## src/rtl/clock_div_meter.sv

```systemverilog
// clock_div_meter: measures the period of an asynchronous clk_in in src_clk cycles,
// recovers the equivalent divider value and reports lock / timeout status.
// Optional macro CLK_METER_HIGH_TIME_EN adds high_time_out and duty_ok.
module clock_div_meter #(
  parameter int WIDTH      = 33,
  parameter int LOCK_COUNT = 4,
  parameter int TIMEOUT    = 1000000
) (
  input  logic             src_clk,
  input  logic             reset,
  input  logic             clk_in,
  input  logic             enable,
  output logic [WIDTH-1:0] period_out,
  output logic [WIDTH-1:0] div_out,
  output logic             odd_period,
  output logic             meas_valid,
  output logic             locked,
`ifdef CLK_METER_HIGH_TIME_EN
  output logic             timeout,
  output logic [WIDTH-1:0] high_time_out,
  output logic             duty_ok
`else
  output logic             timeout
`endif
);

  localparam logic [WIDTH-1:0] CNT_MAX    = {WIDTH{1'b1}};
  localparam logic [WIDTH-1:0] ONE        = {{(WIDTH-1){1'b0}}, 1'b1};
  localparam logic [WIDTH-1:0] TWO        = {{(WIDTH-2){1'b0}}, 2'b10};
  localparam logic [WIDTH-1:0] TIMEOUT_M1 = WIDTH'(TIMEOUT - 1);
  localparam logic [3:0]       MATCH_MAX  = 4'(LOCK_COUNT - 1);

  typedef enum logic {
    ARM     = 1'b0,
    MEASURE = 1'b1
  } state_t;

  state_t           state_r;
  state_t           state_nxt_s;
  logic             s1_r;
  logic             s2_r;
  logic             s3_r;
  logic             edge_s;
  logic [WIDTH-1:0] cnt_r;
  logic [WIDTH-1:0] cnt_nxt_s;
  logic [WIDTH-1:0] period_s;
  logic [WIDTH-1:0] div_s;
  logic [3:0]       match_r;
  logic [3:0]       match_nxt_s;
  logic [3:0]       match_inc_s;
  logic [WIDTH-1:0] period_nxt_s;
  logic [WIDTH-1:0] div_nxt_s;
  logic             odd_nxt_s;
  logic             valid_nxt_s;
  logic             locked_nxt_s;
  logic             timeout_nxt_s;
  logic             load_s;

  assign edge_s = s2_r & ~s3_r;

  // Period counter step and the arithmetic derived from the captured count.
  always_comb begin
    if (edge_s) begin
      cnt_nxt_s = '0;
    end else if (cnt_r == CNT_MAX) begin
      cnt_nxt_s = cnt_r;
    end else begin
      cnt_nxt_s = cnt_r + ONE;
    end
    if (cnt_r == CNT_MAX) begin
      period_s = cnt_r;
    end else begin
      period_s = cnt_r + ONE;
    end
    if (period_s < TWO) begin
      div_s = '0;
    end else begin
      div_s = (period_s >> 1) - ONE;
    end
    if (match_r == MATCH_MAX) begin
      match_inc_s = match_r;
    end else begin
      match_inc_s = match_r + 4'd1;
    end
  end

  // Next-state and next-output logic; an edge outranks a coincident timeout.
  always_comb begin
    state_nxt_s   = state_r;
    match_nxt_s   = match_r;
    period_nxt_s  = period_out;
    div_nxt_s     = div_out;
    odd_nxt_s     = odd_period;
    valid_nxt_s   = 1'b0;
    locked_nxt_s  = locked;
    timeout_nxt_s = timeout;
    load_s        = 1'b0;
    if (!enable) begin
      state_nxt_s  = ARM;
      match_nxt_s  = 4'd0;
      locked_nxt_s = 1'b0;
    end else begin
      case (state_r)
        ARM: begin
          if (edge_s) begin
            state_nxt_s   = MEASURE;
            timeout_nxt_s = 1'b0;
          end else begin
            state_nxt_s = ARM;
          end
        end
        MEASURE: begin
          if (edge_s) begin
            load_s       = 1'b1;
            period_nxt_s = period_s;
            div_nxt_s    = div_s;
            odd_nxt_s    = period_s[0];
            valid_nxt_s  = 1'b1;
            if (period_s == period_out) begin
              match_nxt_s  = match_inc_s;
              locked_nxt_s = (match_inc_s == MATCH_MAX);
            end else begin
              match_nxt_s  = 4'd0;
              locked_nxt_s = (MATCH_MAX == 4'd0);
            end
          end else if (cnt_r == TIMEOUT_M1) begin
            state_nxt_s   = ARM;
            timeout_nxt_s = 1'b1;
            locked_nxt_s  = 1'b0;
            match_nxt_s   = 4'd0;
          end else begin
            state_nxt_s = MEASURE;
          end
        end
        default: begin
          state_nxt_s = ARM;
        end
      endcase
    end
  end

  // Synchronizer chain, period counter and FSM state register.
  always_ff @(posedge src_clk) begin
    if (reset) begin
      s1_r    <= 1'b0;
      s2_r    <= 1'b0;
      s3_r    <= 1'b0;
      cnt_r   <= '0;
      state_r <= ARM;
    end else begin
      s1_r    <= clk_in;
      s2_r    <= s1_r;
      s3_r    <= s2_r;
      cnt_r   <= cnt_nxt_s;
      state_r <= state_nxt_s;
    end
  end

  // Measurement, lock and timeout output registers.
  always_ff @(posedge src_clk) begin
    if (reset) begin
      period_out <= '0;
      div_out    <= '0;
      odd_period <= 1'b0;
      meas_valid <= 1'b0;
      locked     <= 1'b0;
      timeout    <= 1'b0;
      match_r    <= 4'd0;
    end else begin
      period_out <= period_nxt_s;
      div_out    <= div_nxt_s;
      odd_period <= odd_nxt_s;
      meas_valid <= valid_nxt_s;
      locked     <= locked_nxt_s;
      timeout    <= timeout_nxt_s;
      match_r    <= match_nxt_s;
    end
  end

`ifdef CLK_METER_HIGH_TIME_EN
  logic [WIDTH-1:0] hcnt_r;
  logic [WIDTH-1:0] hcnt_nxt_s;
  logic [WIDTH:0]   twice_s;
  logic [WIDTH:0]   per_ext_s;
  logic             duty_s;

  // The window opens on the edge cycle, which is itself a high cycle of s2.
  always_comb begin
    if (edge_s) begin
      hcnt_nxt_s = ONE;
    end else if (s2_r && (hcnt_r != CNT_MAX)) begin
      hcnt_nxt_s = hcnt_r + ONE;
    end else begin
      hcnt_nxt_s = hcnt_r;
    end
    twice_s   = {hcnt_r, 1'b0};
    per_ext_s = {1'b0, period_s};
    if (twice_s >= per_ext_s) begin
      duty_s = ((twice_s - per_ext_s) <= {{WIDTH{1'b0}}, 1'b1});
    end else begin
      duty_s = ((per_ext_s - twice_s) <= {{WIDTH{1'b0}}, 1'b1});
    end
  end

  // High-time counter and the duty outputs captured with each measurement.
  always_ff @(posedge src_clk) begin
    if (reset) begin
      hcnt_r        <= '0;
      high_time_out <= '0;
      duty_ok       <= 1'b0;
    end else begin
      hcnt_r <= hcnt_nxt_s;
      if (load_s) begin
        high_time_out <= hcnt_r;
        duty_ok       <= duty_s;
      end else begin
        high_time_out <= high_time_out;
        duty_ok       <= duty_ok;
      end
    end
  end
`endif

endmodule

```

## config.mk

```make
export PLATFORM = sky130hd
export DESIGN_NAME = clock_div_meter
export DESIGN_NICKNAME = d
export VERILOG_FILES = /design/src/rtl/clock_div_meter.sv
export SDC_FILE = /design/constraint.sdc
export NUM_CORES = 1
export LEC_CHECK = 0
export BUFFER_PORTS_ARGS = -buffer_cell sky130_fd_sc_hd__buf_4
export CAP_MARGIN = 20
export CORE_MARGIN = 5
export CORE_UTILIZATION = 55
export CTS_CLUSTER_SIZE = 10
export DETAILED_ROUTE_END_ITERATION = 6
export GPL_TIMING_DRIVEN = 0
export PLACE_DENSITY_LB_ADDON = 0.2
export SYNTH_ARGS = -nofsm -noshare
export SYNTH_HDL_FRONTEND = slang
export SYNTH_SLANG_ARGS = --single-unit
```

## constraint.sdc

```tcl
create_clock -name src_clk -period 4.7 [get_ports src_clk]
set_clock_uncertainty 0.1 [all_clocks]
set_input_delay 0.235 -clock src_clk [delete_from_list [all_inputs] [get_ports src_clk]]
set_output_delay 0.235 -clock src_clk [all_outputs]
set_load 0.005 [all_outputs]
```

# Word-level counts from Yosys, hierarchy flattened
# Cells that the tools add are included.
# classes
addsub,3
multipliers,0
n_div,0
magnitude_cmp,1
eq_ne,8
n_shift,0
mux,17
bitwise_logic,4
reduce_logical,7
# ops
operator,n
$mux 33,2
$add 33x1->33 const B,1
$eq 33x20->1 const B,1
$eq 33x33->1,1
$eq 33x33->1 const B,1
$lt 33x2->1 const B,1
$sub 32x1->33 const B,1
$mux 4,4
$mux 1,9
$eq 4x2->1 const B,2
$add 4x1->4 const B,1
$ne 2x2->1 const B,2
$pmux 1 s2,2
$reduce_and 4->1,1
$reduce_or 2->1,2
$not 1->1,3
$reduce_and 3->1,1
$reduce_or 3->1,1
$ne 2x1->1 const B,1
$reduce_and 2->1,1
$reduce_bool 2->1,1
$and 1x1->1,1
# word_totals
reg_bits,111
latch_bits,0
ram_bits,0
mem_bits_ro,0
inputBits,4
out_inout_bits,70
word_cells,52
n_memories,0

# Logic depth before layout (Yosys ltp)
# Gate-level depths: netlist of run 1.
# depth
depth_word,5
depth_mapped,17
depth_no_buf,13

# Least setup slack after synthesis of run 1
# Ideal clock, no wire load.
# synth_path
path_kind,reg2reg
startpoint,reg cnt_r[0]
endpoint,reg div_out[16]
setup_time_ns,0.117
arrival_ns,3.886
t_required_ns,4.483
slack_ns,0.597
stages_incl_launch_ff,18
n_path_buf,4
synth_period_minus_slack_ns,4.103
path_cell_list,dfxtp_1 -> ha_1 -> buf_2 -> nand3_2 -> nor4_2 -> buf_4 -> nand3_1 -> nand2_1 -> xor2_1 -> ha_1 -> nand4_1 -> and4bb_2 -> nand3_1 -> or4_4 -> and2_1 -> buf_6 -> buf_6 -> a22o_1
# synth_between
elab_chain_cells,4
elab_cells_between_ends,6
cone_classes,2 x add/sub; 1 x order compare; 1 x eq/ne; 2 x mux
# synth_lines
element,line,rtl
from (decl),44,logic [WIDTH-1:0] cnt_r;
from (signal assigned),154,cnt_r <= cnt_nxt_s;
$add 33x1->33 / $eq 33x33->1 (equally long branches),"73, 70",
$mux 33 *,-,
$sub 32x1->33 / $lt 33x2->1 (equally long branches),"78, 75",
$mux 33 *,75,if (period_s < TWO) begin
to (signal assigned),171,div_out <= div_nxt_s;
to (decl),14,"output logic [WIDTH-1:0] div_out,"
# Mark *: on every way between the ends. The rest lies on a longest branch, timed or not.
# A chain may end at the register's enable or synchronous reset.

# Final worst setup path of run 1
# layout_path
startpoint,reg cnt_r[0]
endpoint,reg div_out[19]
# The elaborated chain is that of the path after synthesis.

==> flow_metrics.tcl, run 1 <==
set metrics [dict create \
    status "completed" \
    placed_cell_area_um2 8000 \
    slowest_delay_ns 0.75 \
    rr_endpoint "div_out[19]$_SDFFE_PP0P_" \
    postLayoutSetupSlackWorst_ns 0.106 \
    place_congestion 1.04 \
    path_buf_inv 3 \
    slowest_stage "xnor2_1" \
    yosysMostFrequentCell "nor2_1" \
    criticalPathCategory "flop to flop" \
    synth-edff-count 0 \
    rsz0062_at_grt "no" \
    firstDrtPassIters 7 \
    n_fill_cell 1142 \
    synth_fa_ha_area_share_pct 0.518 \
    fin_nets 1024 \
    dieWidth_um 125 \
    end_kind "flop" \
    start_util_pct 55.4 \
    grt_max_degree 20 \
    synthToLayoutAreaGrowth_pct 16.5 \
    cts_buffer_depth 2 \
    critPathTopFamily "simple AND/OR/NAND/NOR gates" \
    mappedNetlistArea_um2 7250 \
    swShare_pct 26.8 \
    finish.utilization_pct 64.5 \
    drc_errors 0 \
    cap_violations 0 \
    yosys-top-cells-count "114 x nor2_1, 109 x dfxtp_1, 83 x nand2_1, 50 x xnor2_1, 48 x a21oi_1" \
    hold-worst-slack_ns 0.0799 \
    synth_area_per_cell_um2 7.84 \
    overflow 0 \
    die_area_um2 15600 \
    synthSimpleGateAreaFrac_pct 34.6 \
    drtIter0Drc 862 \
    p_clk_share_pct 39.6 \
    via_per_inst 6.57 \
    p_leak_nw 3.27 \
    period_minus_slack_ns 4.59 \
    synthArstFlopShare_pct 0 \
    clock.fmax_ghz 0.218 \
    crit_required_ns 4.85 \
    portBuffers 71 \
    hold_viol 0 \
    worstPathMaxFanout 10 \
    rows 42 \
    seq_power_share_pct 48.7 \
    crit_top_cell "buf_6" \
    synth_top_area_share_pct 30.1 \
    wire_per_inst_um 22.9 \
    ir_worst_vdd_mv 0.241 \
    htreeDepth 3 \
    hp-start "enable" \
    track_usage_pct 34.1 \
    worst_pin_slew_ns 1.04 \
    gr-usage-met1_pct 46.4 \
    relSlewSlack_pct 28.9 \
    antenna_cells 0 \
    core_um2 13100 \
    grt_pass1_wl_um 42100 \
    dieHeight_um 125 \
    netlist_instances 925 \
    pre_cts_ws_ns -0.524 \
    final_cells 1198 \
    cts.clk_slew.worst_paths_ns 0.07 \
    seq_area_frac_synth_pct 30.1 \
    vias 7865 \
    dpl.hpwl_um 21300 \
    crit_arrival_ns 4.74 \
    holdPathEnd "timeout$_SDFFE_PP0P_" \
    antenna_found_initial 0 \
    design_area_um2 8440 \
    slew_viol_final 0 \
    p_comb_share_pct 11.6 \
    power_switching_uw 514 \
    fin_crit_sh_pct 97.7 \
    rr_worst_depth 13 \
    synth_top_family_by_area "simple AND/OR/NAND/NOR gates" \
    synth-xor-area-share_pct 8.79 \
    grt_pass1_vias 7149 \
    numCtsBuffers 9 \
    postRouteAntennaNets 0 \
    finalSetupViolCount 0 \
    synth_nets 932 \
    timing.hold.worst.class "input port to flop" \
    synth_mux_area_share_pct 1.80 \
    crit_chain "ha_1, buf_2, nand3_4, nor4_4, a311o_1, nor2_1, xnor2_1, nand2_1, or4_4, and2_1, buf_6, buf_6, a22o_1" \
    cts-root-buf "clkbuf_16" \
    whs_path_depth 4 \
    cts_tree "built" \
    ff2ff_setup_slack_ns 0.11 \
    io_pins 74 \
    drive_above_1_share_pct 16.4 \
    ys_warn_count 0 \
    grt-busiest-layer "met2" \
    ys_types 85 \
    numClockSinks 109 \
    synthTopCellsByArea "dfxtp_1 30%, xnor2_1 6.0%, nor2_1 5.9%" \
    drt_wl_total_um 27500 \
    worstSetupStartpointType "flop" \
    insertion_delay_ns 0.36 \
    p_per_area_nw_per_um2 227 \
    dp.cells 1172 \
    synth-compound-area-share_pct 18.6 \
    timing.rr.start "cnt_r[0]$_SDFF_PP0_" \
    met2_usage_pct 51.1 \
    grtUsageMet3_pct 8.92 \
    synth.largest_area_cell "dfxtp_1" \
    synth-seq-cells 109 \
    ys.flop_type "dfxtp_1" \
    cellInternalPower_mw 1.40 \
]
stage by stage:
| step | setup TNS [ns] | power, mW |
|---|---|---|
| 3_5_place_dp | -13.30 | 1.16 |
| 2_1_floorplan | 0 | 1.10 |
| 4_1_cts | 0 | 1.91 |
| 3_3_place_gp | -13.00 | 1.16 |
| 6_report | 0 | 1.92 |
| 5_1_grt | 0 | 1.98 |
layout make-up:
cell class	count	area, µm²	share of cell area [%]
buffer	71	355	4.21
clock buffer	11	243	2.88
clock inverter	5	48.8	0.578
inverter	12	45.0	0.534
multi-input combinational	732	4730	56.0
sequential	109	2180	25.9
tap	176	220	2.61
timing repair buffer	82	616	7.29
how the worst max path moves through the flow:
stage | cells past startpoint | start | to
floorplan | 17 | cnt_r[0]$_SDFF_PP0_ | div_out[16]$_SDFFE_PP0P_
global placement | 15 | cnt_r[0]$_SDFF_PP0_ | div_out[20]$_SDFFE_PP0P_
CTS | 15 | cnt_r[23]$_SDFF_PP0_ | div_out[21]$_SDFFE_PP0P_
detailed placement | 16 | cnt_r[0]$_SDFF_PP0_ | div_out[21]$_SDFFE_PP0P_
global route | 17 | cnt_r[23]$_SDFF_PP0_ | div_out[19]$_SDFFE_PP0P_
finish | 13 | cnt_r[0]$_SDFF_PP0_ | div_out[19]$_SDFFE_PP0P_
power groups by stage:
| stage | clock [mW] | combinational [mW] | sequential (mW) |
|---|---|---|---|
| floorplan | 0 | 0.150 | 0.953 |
| global placement | 0 | 0.202 | 0.954 |
| detailed placement | 0 | 0.202 | 0.954 |
| CTS | 0.775 | 0.206 | 0.933 |
| global route | 0.805 | 0.238 | 0.935 |
| finish | 0.760 | 0.223 | 0.934 |
cells in the final DEF (no fill, tap or decap), types with 17 or more instances in the layout:
master,count
o21ai_0,19
nor3_1,28
dfxtp_1,107
nand3_1,42
xnor2_1,50
clkbuf_1,35
a211oi_1,22
nor2b_1,17
a22o_1,17
nor2_1,114
a21oi_1,48
buf_2,18
buf_4,89
nand2_1,83
nand4_1,29
xor2_1,19
nor4_1,25
per-layer routing:
metal  vias up  share of wire, %
met5         -                 0
met4         0               4.9
met3        97                11
met2       501                42
met1      3691                42
li1       3576                 -
flip-flops by register name, indices dropped and copies added (netlist names):
name / cells
timeout: 1
locked: 1
cnt_r: 33
div_out: 32
match_r: 4
s1_r: 1
period_out: 33
s3_r: 1
meas_valid: 1
s2_r: 1
state_r: 1
tightest hold or removal path: cells and delay by family:
kind | cells | cell delay (ns)
simple gates | 2 | 0.10
buf+inv | 1 | 0.10
compound gates | 1 | 0.06
timing repair:
action / 4_1_cts / 5_1_grt
hold buffers: 1 / 0
setup buffers: 6 / 3
pin swaps: 4 / 1
endpoints found under the hold margin: 1 / 0
resized for setup: 4 / 10
setup endpoints to repair: 32 / 31
cells by family after synthesis:
family	count (synthesis)
AO/OA/AOI/OAI	189
multiplexers	13
adder cells (fa/ha/maj)	3
buffers and inverters	84
flip-flops	109
XOR/XNOR	71
other	1
AND/OR/NAND/NOR	455
No activity file was read; power rests on OpenSTA's default activity.
==> inputs of run 2 (changes only) <==
--- a/config.mk
+++ b/config.mk
@@ -7,8 +7,10 @@
 export LEC_CHECK = 0
 export BUFFER_PORTS_ARGS = -buffer_cell sky130_fd_sc_hd__buf_4
 export CAP_MARGIN = 20
+export CELL_PAD_IN_SITES_DETAIL_PLACEMENT = 0
+export CELL_PAD_IN_SITES_GLOBAL_PLACEMENT = 1
 export CORE_MARGIN = 5
-export CORE_UTILIZATION = 55
+export CORE_UTILIZATION = 45
 export CTS_CLUSTER_SIZE = 10
 export DETAILED_ROUTE_END_ITERATION = 6
 export GPL_TIMING_DRIVEN = 0
==> flow_metrics.tcl, run 2 (synthesis gave the netlist of run 1 again) <==
set metrics [dict create \
    status "completed" \
    design_area_um2 8500 \
    slew_viol_final 0 \
    wl_met2_um 12300 \
    htreeDepth 3 \
    cts.clk_slew.worst_paths_ns 0.08 \
    p_per_area_nw_per_um2 224 \
    die_area_um2 18700 \
    fin_nets 1023 \
    final_cells 1237 \
    clock.fmax_ghz 0.220 \
    crit_arrival_ns 4.71 \
    cts-root-buf "clkbuf_16" \
    end_kind "flop" \
    start_util_pct 45.8 \
    antenna_cells 0 \
    track_usage_pct 30.3 \
    firstDrtPassIters 7 \
    grt_max_degree 18 \
    rows 46 \
    cts_buffer_depth 2 \
    placed_cell_area_um2 8050 \
    criticalPathCategory "flop to flop" \
    drt_wl_total_um 28300 \
    timing.hold.worst.class "input port to flop" \
    hold_viol 0 \
    rsz0062_at_grt "no" \
    p_leak_nw 3.26 \
    crit_required_ns 4.85 \
    worstPathMaxFanout 10 \
    wl_met3_um 2470 \
    synthToLayoutAreaGrowth_pct 17.3 \
    core_um2 15800 \
    cts_tree "built" \
    n_fill_cell 1575 \
    worstSetupStartpointType "flop" \
    finish.utilization_pct 53.7 \
    drive_above_1_share_pct 16.5 \
    final_common_cell "nor2_1" \
    antenna_found_initial 0 \
    mostFrequentLayoutCells "114 x nor2_1, 107 x dfxtp_1, 88 x buf_4, 83 x nand2_1, 49 x xnor2_1" \
    portBuffers 71 \
    cap_violations 0 \
    vias 7671 \
    wire_per_inst_um 22.9 \
    wl_met1_um 12500 \
    numCtsBuffers 9 \
    period_minus_slack_ns 4.55 \
    overflow 0 \
    reg_top3 "cnt_r (33), period_out (33), div_out (32)" \
    drc_errors 0 \
    route.top_layer_used "met4" \
    postRouteAntennaNets 0 \
    numClockSinks 109 \
    dieHeight_um 137 \
    grt_pass1_vias 6997 \
    dp.cells 1212 \
    place_congestion 1.01 \
    worst_pin_slew_ns 0.985 \
    register_area_um2 2180 \
    via_per_inst 6.20 \
    dieWidth_um 137 \
    insertion_delay_ns 0.36 \
    dpl.hpwl_um 22100 \
    grt_pass1_wl_um 42500 \
    fin_crit_sh_pct 96.9 \
    drtIter0Drc 803 \
    multiInputGateArea_um2 4750 \
    ir_worst_vdd_mv 0.165 \
    finalSetupViolCount 0 \
    io_pins 74 \
    p_total_mw 1.90 \
    relSlewSlack_pct 32.5 \
]
-- run 2: cell count changes in the layout (fill, tap and decap cells not counted), sizes merged --
cell,delta
buf,-1
clkbuf,+2
clkinv,-1
clkinvlp,+1
inv,-2
-- run 2: worst max-delay path, cell delays in order, from the launching register on --
cell,delay (ns)
dfxtp_1,0.32
buf_2,0.23
nand4_2,0.19
or4_1,0.72
nor3_4,0.40
mux2i_4,0.40
ha_4,0.21
nand4_1,0.15
and4bb_2,0.41
nand3_1,0.15
or4_4,0.50
and2_1,0.19
buf_6,0.13
buf_6,0.13
a22o_1,0.19
-- run 2: stage by stage --
step	setup TNS (ns)	setup WS [ns]	hold WS, ns
after detailed placement	-15.90	-0.642	0.326
after CTS	0	0.0107	0.0875
after floorplan	0	0.597	0.263
after global placement	-15.43	-0.642	0.318
final	0	0.145	0.0915
after global routing	0	0.00911	0.114
-- run 2: per-layer routing --
metal / track usage [%] / vias to the layer above
met5: 0 / -
met4: 10.5 / 0
met3: 5.44 / 69
met2: 46.5 / 405
met1: 42.7 / 3616
li1: - / 3581
-- run 2: final timing paths --
path	cells after the start	start	end	slack [ns]
setup / recovery	14	cnt_r[24]$_SDFF_PP0_	div_out[18]$_SDFFE_PP0P_	0.15
hold / removal	4	enable	timeout$_SDFFE_PP0P_	0.09
setup reg to reg	14	cnt_r[24]$_SDFF_PP0_	div_out[18]$_SDFFE_PP0P_	0.15
hold reg to reg	2	locked$_SDFFE_PP0P_	locked$_SDFFE_PP0P_	0.34
-- run 2: power breakdown --
part           leakage, nW  switching (mW)  internal (mW)  total, mW
Sequential           0.879         0.00690          0.927      0.934
Combinational         2.25           0.135         0.0876      0.222
Clock                0.132           0.366          0.382      0.748
Total                 3.26           0.508           1.40       1.90
-- run 2: final cells by class --
class / count / share of cell area, %
clock inverter: 3 / 0.324
buffer: 71 / 4.25
clock buffer: 13 / 2.94
inverter: 12 / 0.530
timing repair buffer: 81 / 7.18
tap: 216 / 3.18
sequential: 109 / 25.7
multi-input combinational: 732 / 55.9
-- run 2: timing repair --
item	CTS	global route
endpoints found under the hold margin	1	0
pin swaps	4	4
hold buffers	1	0
gates resized for setup	8	11
buffers inserted	6	3
endpoints found under the setup margin	32	31
